### src/rtl/mem_access_pkg.sv
// Shared types for the memory access unit.
//   state_t   : issue FSM state encoding
//   req_width : width of one packed request record (store flag, address, data, tag)
package mem_access_pkg;

    typedef enum logic [1:0] {
        IDLE  = 2'd0,
        ISSUE = 2'd1,
        WAIT  = 2'd2,
        RESP  = 2'd3
    } state_t;

    function automatic int unsigned req_width(input int unsigned aw,
                                              input int unsigned dw,
                                              input int unsigned tw);
        return 1 + aw + dw + tw;
    endfunction

endpackage

### src/rtl/mem_access_unit_req_fifo.sv
// Request FIFO for the memory access unit.
//   clk, rst_n : clock, asynchronous active-low reset
//   push       : write wr_data (ignored when full)
//   pop        : drop the head entry (ignored when empty)
//   ready      : registered "count below DEPTH"; low while in reset
//   empty_c    : FIFO holds no entries
//   head_c     : oldest entry
module req_fifo #(
    parameter int unsigned WIDTH = 73,
    parameter int unsigned DEPTH = 4
) (
    input  logic             clk,
    input  logic             rst_n,
    input  logic             push,
    input  logic [WIDTH-1:0] wr_data,
    input  logic             pop,
    output logic             ready,
    output logic             empty_c,
    output logic [WIDTH-1:0] head_c
);

    localparam int unsigned AW = $clog2(DEPTH);
    localparam int unsigned PW = AW + 1;

    logic [PW-1:0]    wr_ptr;
    logic [PW-1:0]    rd_ptr;
    logic [PW-1:0]    count;
    logic [PW-1:0]    count_next;
    logic [WIDTH-1:0] mem [DEPTH];
    logic             full_c;
    logic             do_push;
    logic             do_pop;

    // Pointers carry one extra bit: equal low bits with differing MSB means full.
    assign empty_c    = (wr_ptr == rd_ptr);
    assign full_c     = (wr_ptr[AW] != rd_ptr[AW]) && (wr_ptr[AW-1:0] == rd_ptr[AW-1:0]);
    assign do_push    = push && !full_c;
    assign do_pop     = pop && !empty_c;
    assign head_c     = mem[rd_ptr[AW-1:0]];
    assign count_next = count + PW'(do_push) - PW'(do_pop);

    // Pointer/count state; ready looks ahead so a pop while full only reopens next cycle.
    always_ff @(posedge clk or negedge rst_n) begin
        if (!rst_n) begin
            wr_ptr <= '0;
            rd_ptr <= '0;
            count  <= '0;
            ready  <= 1'b0;
        end else begin
            if (do_push) wr_ptr <= wr_ptr + PW'(1);
            if (do_pop)  rd_ptr <= rd_ptr + PW'(1);
            count <= count_next;
            ready <= (count_next < PW'(DEPTH));
        end
    end

    // Storage array, no reset needed.
    always_ff @(posedge clk) begin
        if (do_push) mem[wr_ptr[AW-1:0]] <= wr_data;
    end

endmodule

### src/rtl/mem_access_unit.sv
// In-order memory access unit in front of the cache.
// Buffers tagged load/store tokens, issues one at a time to the cache RECEIVE
// port, waits for the SEND reply and returns it with the original tag.
//   ACLK, ARESETN      : clock, asynchronous active-low reset
//   REQ_*              : request token input (valid/ready)
//   RES_*              : result output (valid/ready)
//   CACHE_ADDR/DATA_*  : request to cache; CACHE_DATA_VALID marks a store
//   CACHE_SEND_*       : reply from cache
module mem_access_unit
    import mem_access_pkg::*;
#(
    parameter int unsigned ADDR_WIDTH = 32,
    parameter int unsigned DATA_WIDTH = 32,
    parameter int unsigned TAG_WIDTH  = 8,
    parameter int unsigned FIFO_DEPTH = 4
) (
    input  logic                  ACLK,
    input  logic                  ARESETN,
    input  logic                  REQ_VALID,
    input  logic                  REQ_STORE,
    input  logic [ADDR_WIDTH-1:0] REQ_ADDR,
    input  logic [DATA_WIDTH-1:0] REQ_DATA,
    input  logic [TAG_WIDTH-1:0]  REQ_TAG,
    output logic                  REQ_READY,
    output logic                  RES_VALID,
    output logic [DATA_WIDTH-1:0] RES_DATA,
    output logic [TAG_WIDTH-1:0]  RES_TAG,
    input  logic                  RES_READY,
    output logic                  CACHE_ADDR_VALID,
    output logic [ADDR_WIDTH-1:0] CACHE_ADDR,
    output logic                  CACHE_DATA_VALID,
    output logic [DATA_WIDTH-1:0] CACHE_DATA,
    input  logic                  CACHE_READY,
    input  logic                  CACHE_SEND_VALID,
    input  logic [DATA_WIDTH-1:0] CACHE_SEND_DATA,
    output logic                  CACHE_SEND_READY
);

    localparam int unsigned REQ_W = req_width(ADDR_WIDTH, DATA_WIDTH, TAG_WIDTH);

    typedef struct packed {
        logic                  store;
        logic [ADDR_WIDTH-1:0] addr;
        logic [DATA_WIDTH-1:0] data;
        logic [TAG_WIDTH-1:0]  tag;
    } req_t;

    state_t               state;
    state_t               state_next;
    logic                 pop_c;
    logic                 push_c;
    logic                 empty_c;
    logic [REQ_W-1:0]     head_bits;
    req_t                 wr_req;
    req_t                 head;
    logic [TAG_WIDTH-1:0] iss_tag;

    assign push_c = REQ_VALID && REQ_READY;
    assign wr_req = '{store: REQ_STORE, addr: REQ_ADDR, data: REQ_DATA, tag: REQ_TAG};
    assign head   = req_t'(head_bits);

    req_fifo #(
        .WIDTH (REQ_W),
        .DEPTH (FIFO_DEPTH)
    ) u_req_fifo (
        .clk     (ACLK),
        .rst_n   (ARESETN),
        .push    (push_c),
        .wr_data (wr_req),
        .pop     (pop_c),
        .ready   (REQ_READY),
        .empty_c (empty_c),
        .head_c  (head_bits)
    );

    // State register.
    always_ff @(posedge ACLK or negedge ARESETN) begin
        if (!ARESETN) state <= IDLE;
        else          state <= state_next;
    end

    // Next state and FIFO pop; RESP chains straight into ISSUE when work is queued.
    always_comb begin
        state_next = state;
        pop_c      = 1'b0;
        case (state)
            IDLE: begin
                if (!empty_c) begin
                    pop_c      = 1'b1;
                    state_next = ISSUE;
                end
            end
            ISSUE: begin
                if (CACHE_READY) state_next = WAIT;
            end
            WAIT: begin
                if (CACHE_SEND_VALID) state_next = RESP;
            end
            RESP: begin
                if (RES_READY) begin
                    if (!empty_c) begin
                        pop_c      = 1'b1;
                        state_next = ISSUE;
                    end else begin
                        state_next = IDLE;
                    end
                end
            end
            default: state_next = IDLE;
        endcase
    end

    // Registered outputs: valids/readies follow the next state, payloads load on pop/capture.
    always_ff @(posedge ACLK or negedge ARESETN) begin
        if (!ARESETN) begin
            CACHE_ADDR_VALID <= 1'b0;
            CACHE_DATA_VALID <= 1'b0;
            CACHE_ADDR       <= '0;
            CACHE_DATA       <= '0;
            CACHE_SEND_READY <= 1'b0;
            RES_VALID        <= 1'b0;
            RES_DATA         <= '0;
            RES_TAG          <= '0;
            iss_tag          <= '0;
        end else begin
            CACHE_ADDR_VALID <= (state_next == ISSUE);
            CACHE_SEND_READY <= (state_next == WAIT);
            RES_VALID        <= (state_next == RESP);
            if (pop_c) begin
                CACHE_ADDR       <= head.addr;
                CACHE_DATA       <= head.data;
                CACHE_DATA_VALID <= head.store;
                iss_tag          <= head.tag;
            end else if (state == ISSUE && CACHE_READY) begin
                CACHE_DATA_VALID <= 1'b0;
            end
            if (state == WAIT && CACHE_SEND_VALID) begin
                RES_DATA <= CACHE_SEND_DATA;
                RES_TAG  <= iss_tag;
            end
        end
    end

endmodule

### config.mk
export PLATFORM = sky130hd
export DESIGN_NAME = mem_access_unit
export DESIGN_NICKNAME = d
export VERILOG_FILES = /design/src/rtl/mem_access_pkg.sv /design/src/rtl/mem_access_unit_req_fifo.sv /design/src/rtl/mem_access_unit.sv
export SDC_FILE = /design/constraint.sdc
export NUM_CORES = 1
export LEC_CHECK = 0
export CAP_MARGIN = 15
export CELL_PAD_IN_SITES_DETAIL_PLACEMENT = 0
export CELL_PAD_IN_SITES_GLOBAL_PLACEMENT = 1
export CORE_MARGIN = 8
export CORE_UTILIZATION = 35
export DETAILED_ROUTE_END_ITERATION = 16
export PLACE_DENSITY_LB_ADDON = 0.1
export SKIP_LAST_GASP = 1
export SLEW_MARGIN = 5
export SYNTH_ARGS = -nofsm -noshare
export SYNTH_HDL_FRONTEND = slang
export SYNTH_SLANG_ARGS = --single-unit
### constraint.sdc
create_clock -name ACLK -period 3.2 [get_ports ACLK]
set_input_delay 0.96 -clock ACLK [delete_from_list [all_inputs] [get_ports ACLK]]
set_output_delay 0.96 -clock ACLK [all_outputs]
set_load 0.02 [all_outputs]
# Word level (Yosys, flattened, before mapping)
# Memory sizes are Yosys's and may differ from the RTL's.
# Index checks and enable logic that the tools add are counted.
dict set report op_classes {
  n_addsub 4
  order_cmp 1
  n_eq_ne 9
  mux 13
  n_reduce_logical 10
}
# operator count
set op_table {}
lappend op_table {{equality test 2 bit, second input constant} 4}
lappend op_table {{two-way mux 2 bit} 4}
lappend op_table {{case mux 2 bit (4 select lines)} 1}
lappend op_table {{two-way mux 1 bit} 7}
lappend op_table {{adder 3 x 1 -> 3 bit, second input constant} 2}
lappend op_table {{logical AND 1 bit} 6}
lappend op_table {{equality test 2 x 1 -> 1 bit, second input constant} 2}
lappend op_table {{adder 3 x 1 -> 3 bit} 1}
lappend op_table {{equality test 3 bit} 1}
lappend op_table {{< comparator 3 bit, second input constant} 1}
lappend op_table {{subtractor 3 x 1 -> 3 bit} 1}
lappend op_table {{equality test 2 bit} 1}
lappend op_table {{zero test 1 bit} 2}
lappend op_table {{zero test 2 bit} 1}
lappend op_table {{case mux 1 bit (2 select lines)} 1}
lappend op_table {{nonzero test 2 bit} 1}
lappend op_table {{inequality test 1 bit} 1}
dict set report totals {
  register_bits 128
  ramBits 292
  input_bits 111
  output_inout_bits 109
  wordCells 52
  n_memories 1
}
# memory depth width read_ports rd_clocked_by_memory_dff write_ports line
set memory_table {}
lappend memory_table {u_req_fifo.mem 4 73 1 0 1 mem_access_unit_req_fifo.sv:29} ;# logic [WIDTH-1:0] mem [DEPTH];

# Longest topological paths before layout
dict set report logic_depth {
  ltp_word 7
  depth_mapped 12
  mapped_depth_nobuf 10
}

# Cells and area by module
# Synthesis repeated with hierarchy kept, for this count alone.
dict set report unflattened {
  hier_cells 712
  hier_area_um2 15677.5
}
# mod instances cells_each area_each_um2 seq_area_each_um2
set modules_own_cells {}
lappend modules_own_cells {req_fifo 1 440 11125.7 9018.6}
lappend modules_own_cells {mem_access_unit 1 272 4551.9 2952.8}

# Least setup slack after synthesis
# No wires, ideal clock.
dict set report synth_timing {
  kind {input-to-reg}
  startpoint {input port REQ_VALID}
  endpoint {memory u_req_fifo.mem[3][0], enable pin}
  setup_ns 0.441
  t_arrival_ns 3.190
  required_ns 2.759
  path_slack_ns -0.430
  cell_stages 3
  path_buffers 0
  path_cell_list {nand2_1 > a31oi_1 > and2_1}
}
dict set report synth_between {
  elab_chain_len 4
}
# item line
set synth_lines {}
lappend synth_lines {{start, declared} mem_access_unit.sv:19} ;# input logic REQ_VALID,
lappend synth_lines {{logical AND 1 bit} mem_access_unit.sv:58} ;# assign push_c = REQ_VALID && REQ_READY;
lappend synth_lines {{logical AND 1 bit} mem_access_unit_req_fifo.sv:37} ;# assign do_push = push && !full_c;
lappend synth_lines {{named net u_req_fifo.do_push} mem_access_unit_req_fifo.sv:31} ;# logic do_push;
lappend synth_lines {{two-way mux 1 bit} mem_access_unit_req_fifo.sv:59} ;# if (do_push) mem[wr_ptr[AW-1:0]] <= wr_data;
lappend synth_lines {{two-way mux 1 bit (not written as such)} mem_access_unit_req_fifo.sv:59}
lappend synth_lines {{end, declared} mem_access_unit_req_fifo.sv:29}
# The timed path passes the listed nets, and every way through them passes these cells.

# Worst setup path in the final report
dict set report layout_timing {
  startpoint {register CACHE_ADDR[15]}
  endpoint {output port CACHE_ADDR[15]}
}
# item line
set layout_lines {}
lappend layout_lines {{start, declared} mem_access_unit.sv:30} ;# output logic [ADDR_WIDTH-1:0] CACHE_ADDR,
lappend layout_lines {{start signal, assigned} mem_access_unit.sv:130} ;# CACHE_ADDR <= head.addr;
# No word-level cell between the ends.

==> out/qor.yml <==
clock_network:
  htree_levels: 2
  clk_latency_ns: 0.56
  root_buffer: "clkbuf_16"
  postCtsSetupBuffers: 0
  cts-resized-gates: 0
  cts_buffer_depth: 3
  cts_buffers: 46
  clk_pin_slew_ns: 0.06
  cts_hold_buf: 0
  clock_sinks: 420
  tritoncts: "done"
grt:
  antenna_found_initial: 2
  grt_pass1_vias: 8313
  grt_pass1_wl_mm: 51.4
  gr-total-overflow: 0
  grt_use_total_pct: 13.3
  grt_max_degree: 76
place:
  dp.cells: 1504
  post-place-ws_ns: 0.132
  port_buffers: 219
  dp_hpwl_mm: 20.0
  gp_congestion: 0.677
  dpl_cell_area_um2: 18700
final_layout:
  fin_area_um2: 20200
  syn_to_final_growth_pct: 30.2
  multi_input_area_um2: 3370
  num-fill-cells: 3833
  stdcell_count: 1590
  seq_area_um2: 12000
  layout.nets: 1084
  layout-drive-gt1-share_pct: 27.4
synth:
  synth.most_common_cell: "edfxtp_1"
  syn_inst: 697
  yosysWarnings: 0
  yosys-top-cells-count: "edfxtp_1, dfrtp_1, mux2_2"
  syn-cell-area_um2: 15500
  synth_top_area_cell: "edfxtp_1"
  synthTopCellsByArea: "edfxtp_1, dfrtp_1, mux4_2, mux2_2, mux2_1"
  synth_seq_cells: 420
  synth_flop_cell: "edfxtp_1"
  synth_top_area_share_pct: 56.6
  synth-edff-count: 292
  yosys.cell_types.count: 27
  yosysSeqAreaShare_pct: 77.3
  syn_nets: 821
  async_flop_share_pct: 30.5
  synth.avg_cell_area_um2: 22.2
floorplan:
  initial_core_util_pct: 35.3
  dieArea_um2: 51200
  io_pins: 220
  die_w_um: 226
  coreArea_um2: 43900
  row_count: 77
  die_h_um: 226
sta:
  timing.hold.ws_ns: 0.397
  slew_viol_final: 0
  slew_headroom_pct: 55.0
  clock_skew_ns: 0.0151
  worst_slew_pin_slew_ns: 0.675
  post-route-period-util_pct: 80.6
  finalWorstSetupSlack_ns: 0.622
  period_needed_ns: 2.58
  setup_viol: 0
  rsz0062_at_grt: "no"
  hold_viol: 0
  setup_tns_ns: 0
  clock.fmax_mhz: 388
detailed_routing:
  first_pass_iters: 4
  ant_nets: 0
  vias: 7440
  drc_errors: 0
  drt_iter0_markers: 358
  totalWireLength_mm: 33.8
  viasPerCell: 4.68
  wl_per_cell_um: 21.3
setup_path:
  crit_fanout: 2
  endpoint_kind: "output port"
  critPathLaunchType: "register"
  crit_slowest_cell: "clkdlybuf4s50_1"
  cp.arrival_ns: 1.62
  crit_buf_inv: 1
  critPathKind: "register to output port"
  cpPeakStageDelay_ns: 0.64
  worstPathCellList: "clkdlybuf4s50_1"
  worstPathRequired_ns: 2.24
  crit_family: "buffers and inverters"
run_status:
  status: "complete, no violations"
power_and_ir_drop:
  power_density_nw_per_um2: 987
  ir_drop_uv: 630
  p_leak_nw: 7.09
hold_path:
  hold_class: "input port to async pin"
job:
  maxCapViolations: 0
## power breakdown
part / switching (mW) / leakage (nW) / internal, mW
sequential: 0.591 / 4.16 / 7.32
clock: 2.08 / 0.736 / 3.07
combinational: 3.29 / 2.19 / 3.55
## metal layers
layer  share of wire (%)  track usage, %
met4                 2.0            4.44
met2                  49            22.2
met5               0.030               0
met3                 6.1            3.54
met1                  43            16.7
## kinds of logic after synthesis
logic type | synth area share (%)
compound gates | 0.533
xor+xnor | 0.566
flops | 77.3
fa+ha+maj | 1.10
simple gates | 0.582
buf+inv | 1.10
mux | 18.8
## cell type report
type	count	share of cell area, %
sequential	420	59.4
antenna	1	0.0124
clock buffer	62	6.41
clock inverter	23	0.931
inverter	11	0.205
multi-input combinational	238	16.7
timing repair buffer	243	12.6
tap	592	3.67
## cell usage in the layout (no fill, tap or decap), types with 2 or more instances in the layout
master             n
a21oi_1            4
and2_4             4
buf_12            14
buf_4             10
bufinv_16          3
clkbuf_1           9
clkbuf_16         47
clkbuf_8           6
clkdlybuf4s50_1  218
clkinv_1           8
clkinv_2          10
dfrtp_1          126
dfrtp_4            2
edfxtp_1         292
ha_1              12
inv_1             11
mux2_1            15
mux2_2            98
mux4_2            73
nand2_1            6
nor2b_1            2
o21ai_0            3
xnor2_1            7
xor2_1             3
## worst paths after layout
path | slack (ns) | to | cells past startpoint | from
max | 0.62 | CACHE_ADDR[15] | 1 | CACHE_ADDR[15]$_DFFE_PN0P_
min | 0.40 | CACHE_DATA[21]$_DFFE_PN0P_ | 1 | ARESETN
max reg2reg | 0.80 | CACHE_ADDR[22]$_DFFE_PN0P_ | 4 | u_req_fifo.rd_ptr[1]$_DFFE_PN0P_
min reg2reg | 0.48 | CACHE_ADDR[5]$_DFFE_PN0P_ | 1 | CACHE_ADDR[5]$_DFFE_PN0P_
max in group asynchronous | 2.08 | CACHE_DATA[4]$_DFFE_PN0P_ | 2 | ARESETN
min in group ACLK | 0.48 | CACHE_ADDR[5]$_DFFE_PN0P_ | 1 | CACHE_ADDR[5]$_DFFE_PN0P_
## stage by stage
| step | util (%) | power (mW) |
|---|---|---|
| CTS | 45.9 | 20.4 |
| finish | 45.9 | 19.9 |
| global placement | 42.5 | 15.0 |
| global route | 45.9 | 21.0 |
| detailed placement | 42.5 | 15.1 |
| floorplan | - | 12.1 |
## registers in the layout (all words and copies together) (netlist names)
name	flops
CACHE_DATA_VALID	1
RES_DATA	32
CACHE_ADDR	32
CACHE_ADDR_VALID	1
CACHE_DATA	32
u_req_fifo.mem	292
RES_VALID	1
iss_tag	8
u_req_fifo.wr_ptr	3
CACHE_SEND_READY	1
u_req_fifo.rd_ptr	3
RES_TAG	8
u_req_fifo.count	3
state	2
u_req_fifo.ready	1
(Power assumes the default switching activity.)
